## src/rtl/piso_pkg.sv

```systemverilog
// Shared types and helpers for the parallel-in serial-out serializer.
package piso_pkg;

  typedef enum logic {PISO_IDLE, PISO_SHIFT} piso_state_e;

  function automatic int piso_cnt_w(input int data_width);
    return $clog2(data_width);
  endfunction

endpackage

```

## src/rtl/piso_bit_counter.sv

```systemverilog
// Bit-position counter for the serializer; flags the final bit position of a word.
module piso_bit_counter
  import piso_pkg::*;
#(
  parameter int DATA_WIDTH = 16,
  localparam int CNT_W = piso_cnt_w(DATA_WIDTH)
) (
  input  logic clk,
  input  logic resetn,
  input  logic clear,
  input  logic enable,
  output logic last
);

  logic [CNT_W-1:0] cnt;

  always_ff @(posedge clk) begin
    if (!resetn) begin
      cnt <= '0;
    end else if (clear) begin
      cnt <= '0;
    end else if (enable) begin
      cnt <= cnt + CNT_W'(1);
    end
  end

  assign last = (cnt == CNT_W'(DATA_WIDTH - 1));

endmodule

```

## src/rtl/piso_serializer.sv

```systemverilog
// Parallel-in serial-out shift register with valid/ready on both sides; a new word
// can be loaded on the edge that retires the last bit of the previous one.
module piso_serializer
  import piso_pkg::*;
#(
  parameter int DATA_WIDTH = 16,
  parameter int MSB_FIRST  = 1
) (
  input  logic                  clk,
  input  logic                  resetn,
  input  logic [DATA_WIDTH-1:0] din,
  input  logic                  din_valid,
  output logic                  din_ready,
  output logic                  dout,
  output logic                  dout_valid,
  output logic                  dout_last,
  input  logic                  dout_ready
);

  piso_state_e           state, state_next;
  logic [DATA_WIDTH-1:0] shreg;
  logic                  term;
  logic                  load;
  logic                  xfer;
  logic                  xfer_last;
  logic                  out_bit;

  // dout_valid is exactly "a word is in flight", so it is decoded from state.
  assign dout_valid = (state == PISO_SHIFT);
  assign xfer       = dout_valid & dout_ready;
  assign xfer_last  = xfer & term;
  assign din_ready  = resetn & ((state == PISO_IDLE) | xfer_last);
  assign load       = din_valid & din_ready;

  assign out_bit    = (MSB_FIRST != 0) ? shreg[DATA_WIDTH-1] : shreg[0];
  assign dout       = resetn & out_bit;
  assign dout_last  = resetn & dout_valid & term;

  always_ff @(posedge clk) begin
    if (!resetn) begin
      state <= PISO_IDLE;
    end else begin
      state <= state_next;
    end
  end

  always_comb begin
    state_next = state;
    unique case (state)
      PISO_IDLE: begin
        if (load) state_next = PISO_SHIFT;
      end
      PISO_SHIFT: begin
        if (xfer_last && !load) state_next = PISO_IDLE;
      end
      default: state_next = PISO_IDLE;
    endcase
  end

  // The last bit is not shifted out: the register either reloads or idles holding it.
  always_ff @(posedge clk) begin
    if (!resetn) begin
      shreg <= '0;
    end else if (load) begin
      shreg <= din;
    end else if (xfer && !term) begin
      if (MSB_FIRST != 0) begin
        shreg <= {shreg[DATA_WIDTH-2:0], 1'b0};
      end else begin
        shreg <= {1'b0, shreg[DATA_WIDTH-1:1]};
      end
    end
  end

  piso_bit_counter #(
    .DATA_WIDTH(DATA_WIDTH)
  ) u_bit_counter (
    .clk    (clk),
    .resetn (resetn),
    .clear  (load),
    .enable (xfer & ~term),
    .last   (term)
  );

endmodule
```

## config.mk

```make
export PLATFORM = sky130hd
export DESIGN_NAME = piso_serializer
export DESIGN_NICKNAME = d
export VERILOG_FILES = /design/src/rtl/piso_pkg.sv /design/src/rtl/piso_bit_counter.sv /design/src/rtl/piso_serializer.sv
export SDC_FILE = /design/constraint.sdc
export NUM_CORES = 1
export LEC_CHECK = 0
export BUFFER_PORTS_ARGS = -buffer_cell sky130_fd_sc_hd__buf_2
export CAP_MARGIN = 20
export CORE_MARGIN = 2
export CORE_UTILIZATION = 48
export DETAILED_ROUTE_END_ITERATION = 8
export PLACE_DENSITY_LB_ADDON = 0.05
export RECOVER_POWER = 25
export SYNTH_ARGS = -nofsm -noshare
export SYNTH_HDL_FRONTEND = slang
export SYNTH_SLANG_ARGS = --single-unit
```

## constraint.sdc

```tcl
create_clock -name clk -period 1.7 [get_ports clk]
set_clock_uncertainty 0.2 [all_clocks]
set_input_delay 0.425 -clock clk [delete_from_list [all_inputs] [get_ports clk]]
set_output_delay 0.425 -clock clk [all_outputs]
set_load 0.05 [all_outputs]
```

==> results.py, run 1 <==
metrics = {
    "run_status": {
        "outcome": "finished with violations",
        "failed_checks": "negative setup slack",
    },
    "cells_and_area": {
        "nets": 198,
        "num-fill-cells": 209,
        "n_antenna_cell": 0,
        "fin_util_pct": 65.9,
        "drive_gt1_share_pct": 40.9,
        "area_delta_synth_final_pct": 32.3,
    },
    "power_and_ir_drop": {
        "power_leakage_nw": 0.594,
        "comb_power_share_pct": 20.8,
        "powerDensity_mw_per_mm2": 632,
        "clockPowerShare_pct": 25.0,
        "power.internal_mw": 0.711,
        "swShare_pct": 29.9,
        "power_frac_seq_pct": 54.2,
        "totalPowerFinal_mw": 1.01,
        "peakVddDrop_mv": 0.528,
        "p_sw_mw": 0.303,
    },
    "critical_path": {
        "worstSetupEndpointType": "output pin",
        "cp.required_ps": 1070,
        "crit_arrival_ps": 1360,
        "start_kind": "flop",
        "path_cells": "ha_4 -> and3_4 -> and3_4 -> buf_8",
        "cp_common_cell": "and3_4",
        "reg2reg_slack_ps": -40,
        "critPathKind": "reg -> out",
        "cpMaxStageDelayCell": "dfxtp_2",
        "reg2reg_to": "shreg[1]$_SDFFE_PN0P_",
        "cp_max_fo": 3,
        "reg2reg_from": "u_bit_counter.cnt[1]$_SDFFE_PP0P_",
        "crit_start": "u_bit_counter.cnt[1]$_SDFFE_PP0P_",
        "critical_path.max_stage_delay_ps": 370,
        "r2r_cells": 5,
    },
    "drt": {
        "drc_errors": 0,
        "wl_per_cell_um": 15.5,
        "dr.pass1.iters": 4,
        "antenna_left": 0,
        "routed_wl_um": 3200,
        "drt_iter0_drc": 34,
        "vias": 1245,
        "routed_via_density": 6.04,
    },
    "hold_path": {
        "holdPathEnd": "shreg[0]$_SDFFE_PN0P_",
        "hold_depth": 3,
        "worstHoldStart": "din[0]",
        "hold_class": "in -> reg",
    },
    "global_routing": {
        "grt_use_total_pct": 23.2,
        "grt_max_degree": 21,
        "grt_pass1_vias": 1100,
        "antenna_found_initial": 0,
        "grt.overflow.total": 0,
        "grt_pass1_wl_um": 4980,
    },
    "clock_tree": {
        "hold_buffers": 0,
        "clock-root-buffer": "clkbuf_4",
        "ctsHtreeMaxLevel": 1,
        "worstSkewPairLatency_ps": 310,
        "cts_max_path_buffers": 2,
        "numCtsBuffers": 3,
        "cts_tree": "built",
        "clk_pin_slew_ps": 130,
        "clock_sinks": 21,
    },
    "logic_synthesis": {
        "syn_nets": 162,
        "synthAdderAreaFrac_pct": 1.03,
        "synth-xor-area-share_pct": 0,
        "synth_warnings": 0,
        "synthMuxAreaShare_pct": 0.826,
        "synth-seq-cells": 21,
        "syn_area_mm2": 0.00121,
        "synth-simple-area-share_pct": 22.1,
        "synth.avg_cell_area_um2": 8.60,
        "synth_compound_area_share_pct": 35.2,
        "yosysUniqueCellTypes": 29,
        "syn_inst": 141,
        "ys_seq_area_share_pct": 34.7,
        "synth_top_family_by_area": "compound AO/OA/AOI/OAI gates",
    },
    "run": {
        "maxCapViolations": 0,
    },
    "floorplanning": {
        "start_util_pct": 49.8,
        "row_count": 18,
        "io_pins": 24,
        "dieArea_mm2": 0.00294,
        "fp.dieH_um": 54.3,
        "fp.coreArea_mm2": 0.00243,
        "die_x_um": 54.3,
    },
    "timing": {
        "hold_viol": 0,
        "setup_viol": 13,
        "tightest_slew_ps": 438,
        "period_minus_slack_ps": 1980,
        "rsz0062_at_grt": "true",
        "period_share_pct": 116,
        "relSlewSlack_pct": 70.8,
        "drv_slew": 0,
        "setup_slack_ps": -280,
        "fmax_mhz": 505,
    },
    "place": {
        "place.gp.congestion": 0.777,
        "port_buffers": 23,
        "dp_hpwl_um": 2150,
    },
}
-- cells by family after synthesis --
family | after synthesis
buffers and inverters | 15
DFF | 21
AOI/OAI and AO/OA | 57
adders and majority gates | 1
muxes | 1
and+or+nand+nor | 46
-- cells in the final DEF, fill, tap and decap left out, drive strengths merged, types with 2 or more instances in the layout --
cell and count:
buf 44, dfxtp 21, nand3 18, a21oi 18
o21ai 17, nand2b 15, a311oi 15, clkbuf 4
nand2 3, and2 2, and3 2, nor3 2
a211oi 2
-- metal layers --
layer | up-vias | wire length, um | global-route usage [%]
met4 | 0 | 16 | 2.50
met5 | - | 0 | 0
li1 | 608 | - | -
met2 | 41 | 1530 | 38.6
met1 | 594 | 1460 | 31.5
met3 | 2 | 190 | 5.74
-- through the flow --
stage	TNS [ps]	cell area, um^2	hold WS (ps)	cells	worst slack, ps
4_1_cts	-830	1560	163	204	-294
5_1_grt	-2130	1600	164	206	-339
3_5_place_dp	-63.9	1500	290	199	-28.9
6_report	-766	1600	163	206	-280
2_1_floorplan	-189	1270	267	141	-115
3_3_place_gp	-45.0	1500	280	199	-26.1
-- state kept, by name (all words and copies together) (netlist names) --
| register | cells |
|---|---|
| shreg | 16 |
| u_bit_counter.cnt | 4 |
| dout_valid | 1 |
-- Yosys cell counts (all sizes together) --
master   count  share of area [%]
a2111oi      1               0.72
a211oi       2                1.2
a21bo        1               0.83
a21boi       1               0.62
a21oi       18                7.4
a311oi      15                 16
a41oi        1               0.72
and2         2                1.0
and3         2                1.0
buf          4                2.7
clkbuf      10                3.2
dfxtp       21                 35
ha           1                1.0
inv          1               0.31
mux2i        1               0.83
nand2        3               0.93
nand2b      15                7.7
nand3       18                7.4
nand4        1                1.8
nor2         1               0.31
nor3         2               0.83
nor4         1               0.52
o211ai       1               0.62
o21ai       17                7.0
or3          1               0.52
-- timing repair --
item | 4_1_cts | 5_1_grt
buffers inserted | 1 | 3
endpoints found under the setup margin | 4 | 21
gates resized for setup | 8 | 8
pin swaps | 3 | 1
-- worst max path at each step --
stage	endpoint	slack [ps]	cells past startpoint
finish	dout_last	-280	4
global route	dout_last	-340	4
CTS	dout_last	-290	4
floorplan	din_ready	-120	4
detailed placement	din_ready	-30	4
global placement	din_ready	-30	4
-- critical path, delay by kind of cell, from the launching register on --
| family | cells | cell delay (ps) |
|---|---|---|
| buf+inv | 1 | 140 |
| simple gates | 2 | 380 |
| fa+ha+maj | 1 | 160 |
| flops | 1 | 370 |
-- power by group through the flow --
stage	clock network, mW	logic (mW)	registers, mW
3_3_place_gp	0	0.197	0.559
5_1_grt	0.276	0.230	0.553
3_5_place_dp	0	0.201	0.560
2_1_floorplan	0	0.138	0.555
6_report	0.254	0.211	0.550
4_1_cts	0.261	0.206	0.549
-- cell type report --
class                   instances  area (um^2)  area share (%)
clock buffers                   3         22.5            1.40
clock inverters                 1         7.51           0.468
inverters                       1         3.75           0.234
multi-input cells             105          772            48.1
flip-flops and latches         21          427            26.6
well taps                      30         37.5            2.34
repair buffers                 45          334            20.8
Note: power is estimated with default switching activity, not from simulation.
==> run 2, diff against run 1 <==
CORE_UTILIZATION = 50   (was 48)
clock period = 2.44 ns   (was 1.7 ns; I/O delays follow)
==> results.py, run 2 (synthesis results as in run 1) <==
metrics = {
    "floorplanning": {
        "row_count": 17,
        "die_x_um": 53.2,
        "fp.coreArea_mm2": 0.00225,
        "start_util_pct": 53.8,
        "fp.dieH_um": 53.2,
        "dieArea_mm2": 0.00283,
        "io_pins": 24,
    },
    "clock_tree": {
        "worstSkewPairLatency_ps": 310,
        "cts_tree": "built",
        "ctsHtreeMaxLevel": 1,
        "clock-root-buffer": "clkbuf_4",
        "clock_sinks": 21,
        "cts_max_path_buffers": 2,
        "cts_setup_buffers": 0,
        "clk_pin_slew_ps": 130,
        "numCtsBuffers": 3,
    },
    "timing": {
        "holdWs_ps": 304,
        "tightest_slew_ps": 633,
        "rsz0062_at_grt": "false",
        "setup_viol": 0,
        "period_share_pct": 97.5,
        "drv_slew": 0,
        "fmax_mhz": 421,
        "hold_viol": 0,
        "relSlewSlack_pct": 57.4,
        "period_minus_slack_ps": 2380,
        "fin_tns_setup_ps": 0,
    },
    "critical_path": {
        "start_kind": "flop",
        "crit_arrival_ps": 1570,
        "cp.required_ps": 1630,
        "cp_max_fo": 6,
        "cpMaxStageDelayCell": "dfxtp_1",
        "critPathKind": "reg -> out",
        "worstSetupEndpointType": "output pin",
        "path_cells": "ha_4 -> nand4_1 -> a21oi_2 -> buf_2",
        "critical_path.max_stage_delay_ps": 470,
    },
    "run_status": {
        "outcome": "completed",
    },
    "drt": {
        "dr.pass1.iters": 4,
        "routed_via_density": 6.28,
        "drt_iter0_drc": 37,
        "antenna_left": 0,
        "routed_wl_um": 3060,
        "drc_errors": 0,
        "vias": 1187,
        "wl_per_cell_um": 16.2,
    },
    "power_and_ir_drop": {
        "powerDensity_mw_per_mm2": 502,
        "totalPowerFinal_mw": 0.690,
        "peakVddDrop_mv": 0.284,
        "power_leakage_nw": 0.481,
    },
    "global_routing": {
        "grt.overflow.total": 0,
        "grt_use_met1_pct": 30.8,
        "grt_use_total_pct": 23.7,
        "grt_pass1_wl_um": 4980,
        "use_met2_pct": 40.7,
        "antenna_found_initial": 0,
        "grt.busiest_layer": "met2",
        "grt_max_degree": 21,
        "gr-usage-met3_pct": 2.82,
        "grt_pass1_vias": 1113,
    },
    "cells_and_area": {
        "area_delta_synth_final_pct": 13.3,
        "largest_register": "shreg",
        "num-fill-cells": 215,
        "layout_commonest_cell": "buf_2",
        "largest_register_ffs": 16,
        "nets": 183,
        "mostFrequentLayoutCells": "buf_2 (21), dfxtp_1 (20), nand3_1 (18)",
        "drive_gt1_share_pct": 29.8,
        "finalInstanceArea_mm2": 0.00137,
        "fin_util_pct": 60.9,
        "n_antenna_cell": 0,
    },
    "place": {
        "post_dp_cell_area_mm2": 0.00135,
        "dp_hpwl_um": 1940,
        "place.gp.congestion": 0.794,
        "port_buffers": 23,
    },
    "run": {
        "maxCapViolations": 0,
    },
    "hold_path": {
        "hold_class": "reg -> reg",
    },
}
## run 2: changes by cell type in the layout (fill, tap and decap cells not counted), sizes merged
| cell | change |
|---|---|
| clkinv | +1 |
| clkinvlp | -1 |
| clkbuf | +2 |
| buf | -17 |
## run 2: timing repair
action / CTS / global route
setup endpoints to repair: 1 / 2
gates resized for setup: 1 / 2
hold buffers: 0 / 0
pin swaps: 0 / 0
## run 2: power by group
| part | switching (mW) | internal [mW] |
|---|---|---|
| Combinational | 0.0753 | 0.0542 |
| Clock | 0.116 | 0.0612 |
| Sequential | 0.0161 | 0.367 |
## run 2: final timing paths
path,startpoint,end,slack [ps],cells after the start
max,u_bit_counter.cnt[0]$_SDFFE_PP0P_,din_ready,60,4
min,shreg[4]$_SDFFE_PN0P_,shreg[5]$_SDFFE_PN0P_,300,2
max reg2reg,u_bit_counter.cnt[0]$_SDFFE_PP0P_,shreg[0]$_SDFFE_PN0P_,220,5
min reg2reg,shreg[4]$_SDFFE_PN0P_,shreg[5]$_SDFFE_PN0P_,300,2
## run 2: final cells by class
type                    count  area [um^2]  share of cell area, %
repair buffers             30          166                   12.1
flip-flops and latches     21          422                   30.7
clock inverters             1         5.00                  0.364
clock buffers               3         22.5                   1.64
multi-input cells         105          719                   52.4
well taps                  28         35.0                   2.55
inverters                   1         3.75                  0.273
## run 2: routing by layer
layer / vias to the layer above / part of all wire [%]
li1: 572 / -
met1: 579 / 47
met2: 34 / 48
met3: 2 / 3.8
met4: 0 / 0.39
met5: - / 0
## run 2: worst max-delay path: cells and delay by family, from the launching register on
family	cells	cell delay, ps
AOI/OAI and AO/OA	1	170
adders and majority gates	1	200
buffers and inverters	1	270
DFF	1	470
and+or+nand+nor	1	140
## run 2: metrics by stage
stage	instances	setup slack, ps
after global routing	189	6.11
after CTS	189	6.77
final	189	62.0
after global placement	185	350
after detailed placement	185	313
after floorplan	141	95.1
